**src/rtl/game_pkg.sv**
```systemverilog
`default_nettype none
//============================================================================
// Module      : game_pkg
// Description : Shared types, constants and BCD/seven-segment helpers for
//               the countdown game.
// Revision    : 1.0 - initial release
//============================================================================
package game_pkg;

  typedef enum logic [1:0] {
    SET   = 2'd0,
    RUN   = 2'd1,
    PAUSE = 2'd2,
    DONE  = 2'd3
  } game_state_t;

  // MM:SS held as four BCD digits
  typedef struct packed {
    logic [3:0] m1;
    logic [3:0] m0;
    logic [3:0] s1;
    logic [3:0] s0;
  } bcd_time_t;

  localparam logic [7:0] SEG_BLANK  = 8'hFF;
  localparam bcd_time_t  c_TIME_MAX = 16'h9959;

  // Active-low segments {g,f,e,d,c,b,a}; hex digits use the usual glyphs
  function automatic logic [6:0] segDecode(input logic [3:0] digit);
    case (digit)
      4'h0: return 7'b1000000;
      4'h1: return 7'b1111001;
      4'h2: return 7'b0100100;
      4'h3: return 7'b0110000;
      4'h4: return 7'b0011001;
      4'h5: return 7'b0010010;
      4'h6: return 7'b0000010;
      4'h7: return 7'b1111000;
      4'h8: return 7'b0000000;
      4'h9: return 7'b0010000;
      4'hA: return 7'b0001000;
      4'hB: return 7'b0000011;
      4'hC: return 7'b1000110;
      4'hD: return 7'b0100001;
      4'hE: return 7'b0000110;
      default: return 7'b0001110;
    endcase
  endfunction

  // Elaboration-time conversion of a seconds count to MM:SS, clamped to 99:59
  function automatic bcd_time_t secondsToBcd(input int secs);
    bcd_time_t r;
    int mins;
    int rem;
    mins = secs / 60;
    rem  = secs % 60;
    if (mins > 99) begin
      r = c_TIME_MAX;
    end else begin
      r.m1 = 4'(mins / 10);
      r.m0 = 4'(mins % 10);
      r.s1 = 4'(rem / 10);
      r.s0 = 4'(rem % 10);
    end
    return r;
  endfunction

  function automatic logic bcdIsZero(input bcd_time_t t);
    return (t == '0);
  endfunction

  // +1 s with 59->00 carry into minutes; saturates at 99:59
  function automatic bcd_time_t bcdInc(input bcd_time_t t);
    bcd_time_t r;
    r = t;
    if (t != c_TIME_MAX) begin
      if (t.s0 != 4'd9) begin
        r.s0 = t.s0 + 4'd1;
      end else begin
        r.s0 = 4'd0;
        if (t.s1 != 4'd5) begin
          r.s1 = t.s1 + 4'd1;
        end else begin
          r.s1 = 4'd0;
          if (t.m0 != 4'd9) begin
            r.m0 = t.m0 + 4'd1;
          end else begin
            r.m0 = 4'd0;
            r.m1 = t.m1 + 4'd1;
          end
        end
      end
    end
    return r;
  endfunction

  // -1 s with 00->59 borrow from minutes; saturates at 00:00
  function automatic bcd_time_t bcdDec(input bcd_time_t t);
    bcd_time_t r;
    r = t;
    if (t != '0) begin
      if (t.s0 != 4'd0) begin
        r.s0 = t.s0 - 4'd1;
      end else begin
        r.s0 = 4'd9;
        if (t.s1 != 4'd0) begin
          r.s1 = t.s1 - 4'd1;
        end else begin
          r.s1 = 4'd5;
          if (t.m0 != 4'd0) begin
            r.m0 = t.m0 - 4'd1;
          end else begin
            r.m0 = 4'd9;
            r.m1 = t.m1 - 4'd1;
          end
        end
      end
    end
    return r;
  endfunction

endpackage
`default_nettype wire

```
**src/rtl/countdown_game_if.sv**
```systemverilog
`default_nettype none
//============================================================================
// Module      : countdown_game_if
// Description : Board-facing bundle: three push-buttons in, multiplexed
//               seven-segment display out.
// Revision    : 1.0 - initial release
//============================================================================
interface countdown_game_if;
  logic       btnS;
  logic       btnU;
  logic       btnD;
  logic [7:0] seg;
  logic [3:0] an;

  // Board / stimulus side
  modport master (output btnS, btnU, btnD, input seg, an);
  // Game logic side
  modport slave  (input btnS, btnU, btnD, output seg, an);
endinterface
`default_nettype wire

```
**src/rtl/btn_debounce.sv**
```systemverilog
`default_nettype none
//============================================================================
// Module      : btn_debounce
// Description : Two-flop synchronizer, stability-count debouncer and
//               single-cycle rising-edge press pulse.
// Revision    : 1.0 - initial release
//============================================================================
module btn_debounce #(
  parameter int DEBOUNCE_CYCLES = 1_000_000
) (
  input  wire logic clk,
  input  wire logic rst_n,
  input  wire logic i_btnRaw,
  output logic      o_press
);

  localparam int              c_CNT_W   = (DEBOUNCE_CYCLES > 1) ? $clog2(DEBOUNCE_CYCLES) : 1;
  localparam logic [c_CNT_W-1:0] c_CNT_MAX = c_CNT_W'(DEBOUNCE_CYCLES - 1);

  logic [1:0]         r_sync;
  logic [c_CNT_W-1:0] r_stableCnt;
  logic               r_level;
  logic               r_levelDly;

  // Synchronize, then accept a new level only after it has differed from the
  // current one for DEBOUNCE_CYCLES consecutive cycles
  always_ff @(posedge clk or negedge rst_n) begin
    if (!rst_n) begin
      r_sync      <= 2'b00;
      r_stableCnt <= '0;
      r_level     <= 1'b0;
      r_levelDly  <= 1'b0;
    end else begin
      r_sync     <= {r_sync[0], i_btnRaw};
      r_levelDly <= r_level;
      if (r_sync[1] == r_level) begin
        r_stableCnt <= '0;
      end else if (r_stableCnt == c_CNT_MAX) begin
        r_level     <= r_sync[1];
        r_stableCnt <= '0;
      end else begin
        r_stableCnt <= r_stableCnt + c_CNT_W'(1);
      end
    end
  end

  // One pulse per accepted press; holding the button does not repeat
  assign o_press = r_level & ~r_levelDly;

endmodule
`default_nettype wire

```
**src/rtl/countdown_game.sv**
```systemverilog
`default_nettype none
//============================================================================
// Module      : countdown_game
// Description : MM:SS countdown timer with preset buttons, 1 Hz tick,
//               blinking expiry display and 4-digit multiplexed output.
// Revision    : 1.0 - initial release
//============================================================================
module countdown_game
  import game_pkg::*;
#(
  parameter int CLK_HZ          = 100_000_000,
  parameter int REFRESH_DIV     = 100_000,
  parameter int DEBOUNCE_CYCLES = 1_000_000,
  parameter int START_SECONDS   = 30
) (
  input  wire logic         Clk100Mhz,
  input  wire logic         rst_n,
  countdown_game_if.slave   bus
);

  localparam int                 c_TICK_W   = (CLK_HZ > 1) ? $clog2(CLK_HZ) : 1;
  localparam logic [c_TICK_W-1:0] c_TICK_MAX  = c_TICK_W'(CLK_HZ - 1);
  localparam logic [c_TICK_W-1:0] c_TICK_HALF = c_TICK_W'(CLK_HZ / 2);
  localparam int                 c_REF_W    = (REFRESH_DIV > 1) ? $clog2(REFRESH_DIV) : 1;
  localparam logic [c_REF_W-1:0] c_REF_MAX  = c_REF_W'(REFRESH_DIV - 1);
  localparam bcd_time_t          c_START    = secondsToBcd(START_SECONDS);

  logic w_pS;
  logic w_pU;
  logic w_pD;

  btn_debounce #(.DEBOUNCE_CYCLES(DEBOUNCE_CYCLES)) u_dbS (
    .clk(Clk100Mhz), .rst_n(rst_n), .i_btnRaw(bus.btnS), .o_press(w_pS)
  );
  btn_debounce #(.DEBOUNCE_CYCLES(DEBOUNCE_CYCLES)) u_dbU (
    .clk(Clk100Mhz), .rst_n(rst_n), .i_btnRaw(bus.btnU), .o_press(w_pU)
  );
  btn_debounce #(.DEBOUNCE_CYCLES(DEBOUNCE_CYCLES)) u_dbD (
    .clk(Clk100Mhz), .rst_n(rst_n), .i_btnRaw(bus.btnD), .o_press(w_pD)
  );

  game_state_t         r_state;
  game_state_t         w_stateNext;
  bcd_time_t           r_time;
  bcd_time_t           w_timeNext;
  bcd_time_t           r_preset;
  bcd_time_t           w_presetNext;
  logic                w_tickClr;
  logic [c_TICK_W-1:0] r_tickCnt;
  logic                w_tickWrap;
  logic [c_REF_W-1:0]  r_refCnt;
  logic [1:0]          r_scanIdx;
  logic [3:0]          w_digit;
  logic                w_blank;
  logic [7:0]          r_seg;
  logic [3:0]          r_an;

  assign w_tickWrap = (r_tickCnt == c_TICK_MAX);

  // One-second prescaler: frozen while paused, also paces the expiry blink
  always_ff @(posedge Clk100Mhz or negedge rst_n) begin
    if (!rst_n) begin
      r_tickCnt <= '0;
    end else if (w_tickClr) begin
      r_tickCnt <= '0;
    end else if (r_state != PAUSE) begin
      r_tickCnt <= w_tickWrap ? '0 : r_tickCnt + c_TICK_W'(1);
    end
  end

  // Game state, current time and the preset restored after expiry
  always_ff @(posedge Clk100Mhz or negedge rst_n) begin
    if (!rst_n) begin
      r_state  <= SET;
      r_time   <= c_START;
      r_preset <= c_START;
    end else begin
      r_state  <= w_stateNext;
      r_time   <= w_timeNext;
      r_preset <= w_presetNext;
    end
  end

  // Next state and time; select outranks up/down in every state
  always_comb begin
    w_stateNext  = r_state;
    w_timeNext   = r_time;
    w_presetNext = r_preset;
    w_tickClr    = 1'b0;
    case (r_state)
      SET: begin
        if (w_pS) begin
          if (!bcdIsZero(r_time)) begin
            w_presetNext = r_time;
            w_tickClr    = 1'b1;
            w_stateNext  = RUN;
          end
        end else if (w_pU && !w_pD) begin
          w_timeNext = bcdInc(r_time);
        end else if (w_pD && !w_pU) begin
          w_timeNext = bcdDec(r_time);
        end
      end
      RUN: begin
        // A tick that expires the timer wins over a simultaneous pause
        if (w_tickWrap) begin
          w_timeNext = bcdDec(r_time);
          if (bcdIsZero(w_timeNext)) begin
            w_stateNext = DONE;
          end else if (w_pS) begin
            w_stateNext = PAUSE;
          end
        end else if (w_pS) begin
          w_stateNext = PAUSE;
        end
      end
      PAUSE: begin
        if (w_pS) begin
          w_tickClr   = 1'b1;
          w_stateNext = RUN;
        end
      end
      DONE: begin
        if (w_pS) begin
          w_timeNext  = r_preset;
          w_stateNext = SET;
        end
      end
      default: w_stateNext = SET;
    endcase
  end

  // Digit scan: advance one position every REFRESH_DIV cycles
  always_ff @(posedge Clk100Mhz or negedge rst_n) begin
    if (!rst_n) begin
      r_refCnt  <= '0;
      r_scanIdx <= 2'd0;
    end else if (r_refCnt == c_REF_MAX) begin
      r_refCnt  <= '0;
      r_scanIdx <= r_scanIdx + 2'd1;
    end else begin
      r_refCnt <= r_refCnt + c_REF_W'(1);
    end
  end

  // Index 0 is the rightmost (seconds units) digit
  always_comb begin
    w_digit = r_time.s0;
    case (r_scanIdx)
      2'd0:    w_digit = r_time.s0;
      2'd1:    w_digit = r_time.s1;
      2'd2:    w_digit = r_time.m0;
      default: w_digit = r_time.m1;
    endcase
  end

  // Expired display is dark for the second half of every second
  assign w_blank = (r_state == DONE) && (r_tickCnt >= c_TICK_HALF);

  // Registered segment/anode drive; dp on digit 2 forms the colon
  always_ff @(posedge Clk100Mhz or negedge rst_n) begin
    if (!rst_n) begin
      r_seg <= SEG_BLANK;
      r_an  <= 4'b1111;
    end else if (w_blank) begin
      r_seg <= SEG_BLANK;
      r_an  <= 4'b1111;
    end else begin
      r_seg <= {(r_scanIdx != 2'd2), segDecode(w_digit)};
      r_an  <= ~(4'b0001 << r_scanIdx);
    end
  end

  assign bus.seg = r_seg;
  assign bus.an  = r_an;

endmodule
`default_nettype wire

```
**src/flat_wrapper.sv**
```systemverilog
// flat-port wrapper written by rule: the top's interface ports become plain ports
module countdown_game_flat import game_pkg::*;
#(
  parameter int CLK_HZ          = 100_000_000,
  parameter int REFRESH_DIV     = 100_000,
  parameter int DEBOUNCE_CYCLES = 1_000_000,
  parameter int START_SECONDS   = 30
)
  (Clk100Mhz, rst_n, bus_btnS, bus_btnU, bus_btnD, bus_seg, bus_an);
  countdown_game_if bus_i ();
  input  wire logic Clk100Mhz;
  input  wire logic rst_n;
  input wire logic [$bits(bus_i.btnS)-1:0] bus_btnS;
  input wire logic [$bits(bus_i.btnU)-1:0] bus_btnU;
  input wire logic [$bits(bus_i.btnD)-1:0] bus_btnD;
  output wire logic [$bits(bus_i.seg)-1:0] bus_seg;
  output wire logic [$bits(bus_i.an)-1:0] bus_an;
  assign bus_i.btnS = bus_btnS;
  assign bus_i.btnU = bus_btnU;
  assign bus_i.btnD = bus_btnD;
  assign bus_seg = bus_i.seg;
  assign bus_an = bus_i.an;
  countdown_game #(.CLK_HZ(CLK_HZ), .REFRESH_DIV(REFRESH_DIV), .DEBOUNCE_CYCLES(DEBOUNCE_CYCLES), .START_SECONDS(START_SECONDS)) u_core (.Clk100Mhz(Clk100Mhz), .rst_n(rst_n), .bus(bus_i));
endmodule
```
**config.mk**
```make
export PLATFORM = sky130hd
export DESIGN_NAME = countdown_game_flat
export DESIGN_NICKNAME = d
export VERILOG_FILES = /design/src/rtl/game_pkg.sv /design/src/rtl/countdown_game_if.sv /design/src/rtl/btn_debounce.sv /design/src/rtl/countdown_game.sv /design/src/flat_wrapper.sv
export SDC_FILE = /design/constraint.sdc
export NUM_CORES = 1
export LEC_CHECK = 0
export BUFFER_PORTS_ARGS = -buffer_cell sky130_fd_sc_hd__buf_2
export CAP_MARGIN = 20
export CORE_MARGIN = 8
export CORE_UTILIZATION = 50
export CTS_CLUSTER_DIAMETER = 200
export DETAILED_ROUTE_END_ITERATION = 10
export PLACE_DENSITY = 0.76
export SYNTH_ARGS = -nofsm -noshare
export SYNTH_HDL_FRONTEND = slang
export SYNTH_SLANG_ARGS = --single-unit
```
**constraint.sdc**
```tcl
create_clock -name Clk100Mhz -period 2.5 [get_ports Clk100Mhz]
set_clock_uncertainty 0.1 [all_clocks]
set_input_delay 0.5 -clock Clk100Mhz [delete_from_list [all_inputs] [get_ports Clk100Mhz]]
set_output_delay 0.5 -clock Clk100Mhz [all_outputs]
set_load 0.01 [all_outputs]
```
==> results of run 1 <==
## worst paths after layout
check / cells past startpoint / to / slack [ns]
min in group asynchronous: 2 / u_core.u_dbU.r_stableCnt[11] / 0.44
worst min-delay path: 1 / u_core.u_dbU.r_sync[0] / 0.08
worst max register to register: 8 / u_core.r_preset[11] / 0.07
max in group asynchronous: 3 / u_core.r_tickCnt[23] / 1.16
worst max-delay path: 8 / u_core.r_preset[11] / 0.07
worst min register to register: 0 / u_core.u_dbS.r_sync[1] / 0.25
## state kept, by name, indices dropped and copies added, names as in the netlist, 2 cells and up
register / cells
u_core.r_refCnt: 17
u_core.u_dbD.r_sync: 2
u_core.r_preset: 16
u_core.u_dbS.r_sync: 2
u_core.bus.an: 4
u_core.r_state: 2
u_core.bus.seg: 7
u_core.u_dbD.r_stableCnt: 20
u_core.r_tickCnt: 27
u_core.r_scanIdx: 2
u_core.u_dbS.r_stableCnt: 20
u_core.u_dbU.r_sync: 2
u_core.u_dbU.r_stableCnt: 20
u_core.r_time: 16
## cells in the final DEF, fill, tap and decap left out, types with 5 or more instances in the layout
cell,n
xor2_1,48
mux2i_1,5
nand2_1,86
mux2_1,9
and3_1,17
dfrtp_1,147
nand3_1,45
or4_1,6
nor3_1,22
o21ai_1,15
inv_1,27
a22oi_1,5
buf_2,15
o22ai_1,5
nand4_1,26
clkbuf_16,17
o211ai_1,6
o221ai_1,5
nor4_1,12
o21ai_0,22
ha_1,19
nand2b_1,9
mux2_2,11
dfstp_2,15
or3_1,9
nor2_1,127
and4_1,9
buf_4,65
nor2b_1,10
xnor2_1,47
a21oi_1,26
## cells by family after synthesis
kind of cell	count (synthesis)
simple gates	420
mux	28
xor+xnor	95
compound gates	122
buf+inv	64
flops	163
fa+ha+maj	21
## final cells by class
cell class | instances | share of cell area [%]
clock inverters | 10 | 1.12
well taps | 225 | 2.77
flip-flops and latches | 163 | 40.4
repair buffers | 85 | 6.35
inverters | 27 | 0.998
multi-input cells | 686 | 43.9
clock buffers | 22 | 4.47
## power by group through the flow
| stage | Combinational [mW] | Clock, mW | Sequential [mW] |
|---|---|---|---|
| 4_1_cts | 0.109 | 2.56 | 2.67 |
| 6_report | 0.103 | 2.52 | 2.67 |
| 3_5_place_dp | 0.107 | 0 | 2.72 |
| 5_1_grt | 0.121 | 2.68 | 2.67 |
| 2_1_floorplan | 0.0351 | 0 | 2.72 |
| 3_3_place_gp | 0.105 | 0 | 2.72 |
## through the flow
stage / setup TNS, ns / power, mW / utilization (%) / setup slack [ns]
after floorplan: 0 / 2.75 / - / 0.117
after global placement: 0 / 2.82 / 55.3 / 0.0877
after global routing: -0.0228 / 5.48 / 59.1 / -0.0223
final: 0 / 5.29 / 59.1 / 0.0715
after CTS: 0 / 5.34 / 58.7 / 0.0223
after detailed placement: 0 / 2.82 / 55.3 / 0.00630
## critical path, delay by kind of cell (launching register included)
kind	cells	cell delay, ns
flip-flops	1	0.37
buffers and inverters	3	0.54
adder cells (fa/ha/maj)	1	0.24
multiplexers	1	0.34
AND/OR/NAND/NOR	3	0.71
## layer usage
metal	vias to the layer above	wire length (um)	global-route usage (%)
met5	-	0	0
met3	36	876	3.83
met2	180	8600	27.6
li1	3359	-	-
met4	0	439	6.83
met1	3345	8710	23.8
## timing repair
action	CTS	global route
pin swaps	0	7
gates resized for setup	1	17
endpoints found under the hold margin	40	0
setup endpoints to repair	2	17
hold buffers	1	0
==> results.cfg, run 1 <==
[place]
place.gp.congestion = 0.886
dpl_cell_area_um2 = 9500
io_buffers = 16
dp.cells = 1185
dp_hpwl_um = 12900

[detailed_routing]
drtIter0Drc = 534
drt-total-wl_um = 18600
vias_per_cell = 5.68
post_drt_wl_per_cell_um = 15.3
drc_errors = 0
first_pass_iters = 6
routed-via-count = 6920
final_antenna_net_count = 0

[floorplanning]
die_y_um = 148
start_util_pct = 50.8
num_rows = 48
core_um2 = 17200
die_area_um2 = 21900
fp.dieW_um = 148
num_io_pins = 17

[synth]
yosysTopAreaCellShare_pct = 42.4
yosys.area_share.simple_pct = 24.8
muxShareOfSynthArea_pct = 3.56
synth.most_common_cell = dfrtp_1
async_flop_share_pct = 100
synth_area_um2 = 8730
ys_seq_area_share_pct = 46.9
yosysWarnings = 0
synth-xor-area-share_pct = 9.53
synth_compound_area_share_pct = 9.27
synth_flop_cell = dfrtp_1
synth_top_family_by_area = simple AND/OR/NAND/NOR gates
synth.area.top_cells = dfrtp_1 42%, nor2_1 5.5%, xor2_1 4.8%
avgSynthCellArea_um2 = 9.56
syn_inst = 913
synth_fa_ha_area_share_pct = 3.01
synth-seq-cells = 163
synth_edf_count = 0
ys_types = 68
ys_top_cells_by_count = 148 x dfrtp_1, 127 x nor2_1, 86 x nand2_1
synth_top_cell_by_area = dfrtp_1
syn_nets = 939

[timing]
hold_slack_ns = 0.0754
drv_slew = 0
rsz0062_at_grt = yes
worst_pin_slew_ns = 0.652
fmax_ghz = 0.412
finalSetupViolCount = 0
hold_viol = 0
min_period_ns = 2.43
max_slew_margin_pct = 55.3
finalCritPeriodShare_pct = 97.1

[setup_path]
cp_max_fo = 21
startpoint_type = flip-flop
crit_type = flip-flop to flip-flop
cp.arrival_ns = 2.63
crit_required_ns = 2.70
path_cells = inv_1 -> ha_1 -> nor3b_1 -> buf_4 -> nand4_1 -> nand3_1 -> buf_12 -> mux2_1
cp-startpoint = u_core.r_time[12]
cp_slowest_stage_delay_ns = 0.37
reg2reg_from = u_core.r_time[12]
crit_slowest_cell = dfrtp_1
end_kind = flip-flop

[clocking]
root_buffer = clkbuf_16
numCtsBuffers = 17
cts.path.max_buffers = 2
clk_latency_ns = 0.42
cts_tree = built
clock-sinks = 163
cts_setup_buffers = 0
cts_htree_levels = 4
path_clk_slew_ns = 0.06

[global_routing]
grtUsageTotal_pct = 17.7
grt_pass1_wl_um = 32200
grt_pass1_vias = 6727
grt_max_degree = 52
antenna_found_initial = 0
overflow = 0

[finish]
multiInputGateArea_um2 = 4460
stdcell_count = 1218
regArea_um2 = 4100
nets = 1006
n_antenna_cell = 0
drive_gt1_share_pct = 16.6
synthToLayoutAreaGrowth_pct = 16.3
finalInstanceArea_um2 = 10200
n_fill_cell = 1437

[power]
p_int_mw = 4.18
power.density_nw_per_um2 = 521
p_leak_nw = 4.43
switching_share_pct = 21.1
power.ir.vdd_worst_mv = 0.393
seqPwrFrac_pct = 50.5
p_comb_share_pct = 1.9
switchingPower_mw = 1.12
clock_power_share_pct = 47.6

[outcome]
status = completed

[job]
cap_viol_max_count = 0

[worst_hold_path]
hold_start = bus_btnU
holdCritPathClass = input port to flip-flop
Note: power is estimated with default switching activity, not from simulation.
==> inputs of run 2 (changes only) <==
- BUFFER_PORTS_ARGS: -buffer_cell sky130_fd_sc_hd__buf_2 -> default
- DONT_BUFFER_PORTS: default -> 1
- MAX_ROUTING_LAYER: default -> met4
==> run 2 against run 1 <==
  * The run now ends with hold timing left
  * Hold slack worse by 0.41 ns
  * Critical path type unchanged
  * Global-route usage increased by 0.53 points
  * Utilization down 0.17 points
==> results.cfg, run 2 (synthesis results as in run 1) <==
[clocking]
root_buffer = clkbuf_16
clock-sinks = 163
path_clk_slew_ns = 0.07
cts_tree = built
numCtsBuffers = 17
cts.path.max_buffers = 2
cts_hold_buf = 3
cts_htree_levels = 4
clk_latency_ns = 0.43

[finish]
n_antenna_cell = 0
stdcell_count = 1208
largest_reg_flops = 27
largest-register = u_core.r_tickCnt
synthToLayoutAreaGrowth_pct = 16.0
n_fill_cell = 1487
final_common_cell = dfrtp_1
layout_common_cells = 146 x dfrtp_1, 126 x nor2_1, 86 x nand2_1, 71 x buf_4, 48 x xor2_1
nets = 996
drive_gt1_share_pct = 16.1

[timing]
worst_pin_slew_ns = 0.608
finalCritPeriodShare_pct = 97.2
hold_slack_ns = -0.334
hold_viol = 148
fmax_ghz = 0.412
min_period_ns = 2.43
finalSetupViolCount = 0
drv_slew = 0
rsz0062_at_grt = yes
max_slew_margin_pct = 58.7

[setup_path]
crit_slowest_cell = or4_4
crit_type = flip-flop to flip-flop
crit_buf_inv = 0
end_kind = flip-flop
startpoint_type = flip-flop
path_cells = or4_4 -> a211oi_1 -> xor2_1 -> a2111oi_2 -> nand4_1 -> o211ai_1
crit_required_ns = 2.74
cp_slowest_stage_delay_ns = 0.59
cp.arrival_ns = 2.67
cp_max_fo = 6
cp_top_family = compound AO/OA/AOI/OAI gates

[global_routing]
grt_pass1_vias = 6638
grt_max_degree = 164
overflow = 0
grtUsageTotal_pct = 18.3
antenna_found_initial = 0
grt_pass1_wl_um = 32200

[outcome]
status = finished with violations
violations = hold timing

[worst_hold_path]
holdCritPathClass = input port to async pin

[floorplanning]
num_io_pins = 17
fp.dieW_um = 148
die_area_um2 = 21900
start_util_pct = 50.8
core_um2 = 17200
die_y_um = 148
num_rows = 48

[detailed_routing]
final_antenna_net_count = 0
drt-total-wl_um = 18800
post_drt_wl_per_cell_um = 15.6
first_pass_iters = 5
vias_per_cell = 5.67
drtIter0Drc = 656
routed-via-count = 6855
drc_errors = 0

[power]
power_mw = 5.48
power.density_nw_per_um2 = 542
power.ir.vdd_worst_mv = 0.459
p_leak_nw = 4.40

[place]
dp_hpwl_um = 12800
place.gp.congestion = 0.892
dp.cells = 1171
io_buffers = 0

[job]
cap_viol_max_count = 0
run 2: final timing paths:
| kind | to | depth (start not counted) | startpoint | slack [ns] |
|---|---|---|---|---|
| max | u_core.r_state[1] | 6 | u_core.r_time[1] | 0.07 |
| min | u_core.u_dbS.r_stableCnt[8] | 0 | rst_n | -0.33 |
| max reg2reg | u_core.r_state[1] | 6 | u_core.r_time[1] | 0.07 |
| min reg2reg | u_core.u_dbU.r_sync[1] | 0 | u_core.u_dbU.r_sync[0] | 0.26 |
| max in group asynchronous | u_core.r_preset[5] | 0 | rst_n | 2.16 |
| min in group Clk100Mhz | u_core.u_dbU.r_sync[1] | 0 | u_core.u_dbU.r_sync[0] | 0.26 |
run 2: where the power goes:
part	leakage [nW]	internal, mW	total (mW)	switching, mW
sequential	2.17	2.65	2.67	0.0148
clock	0.312	1.63	2.77	1.14
combinational	1.92	0.0184	0.0450	0.0265
run 2: timing repair:
item,CTS,global route
buffers inserted,0,2
gates cloned,0,0
gates resized for setup,2,15
endpoints found under the setup margin,3,18
pin swaps,0,7
endpoints found under the hold margin,166,163
run 2: stage by stage:
step           hold slack [ns]  setup slack, ns  area [um2]  utilization [%]  TNS (ns)
6_report                -0.334           0.0706       10100             58.9         0
4_1_cts                 -0.345          0.00393       10100             58.6         0
3_3_place_gp             0.113           0.0556        9390             54.7         0
2_1_floorplan            0.104            0.117        8730                -         0
3_5_place_dp             0.113          -0.0215        9390             54.7   -0.0215
5_1_grt                 -0.357          -0.0347       10100             58.9    -0.106
run 2: layout make-up:
class                           count  area, um2  share of cell area (%)
Timing Repair Buffer               75        574                    5.67
Clock buffer                       18        439                    4.34
Sequential cell                   163       4100                    40.5
Multi-Input combinational cell    686       4440                    43.8
Inverter                           27        101                    1.00
Tap cell                          225        282                    2.78
Clock inverter                     14        190                    1.88
run 2: per-layer routing:
metal	wire, um	GRT usage (%)	vias to the layer above
met1	8820	24.2	3319
met4	370	7.24	0
met5	0	-	-
met2	8850	27.3	169
met3	755	3.43	36
li1	-	-	3331
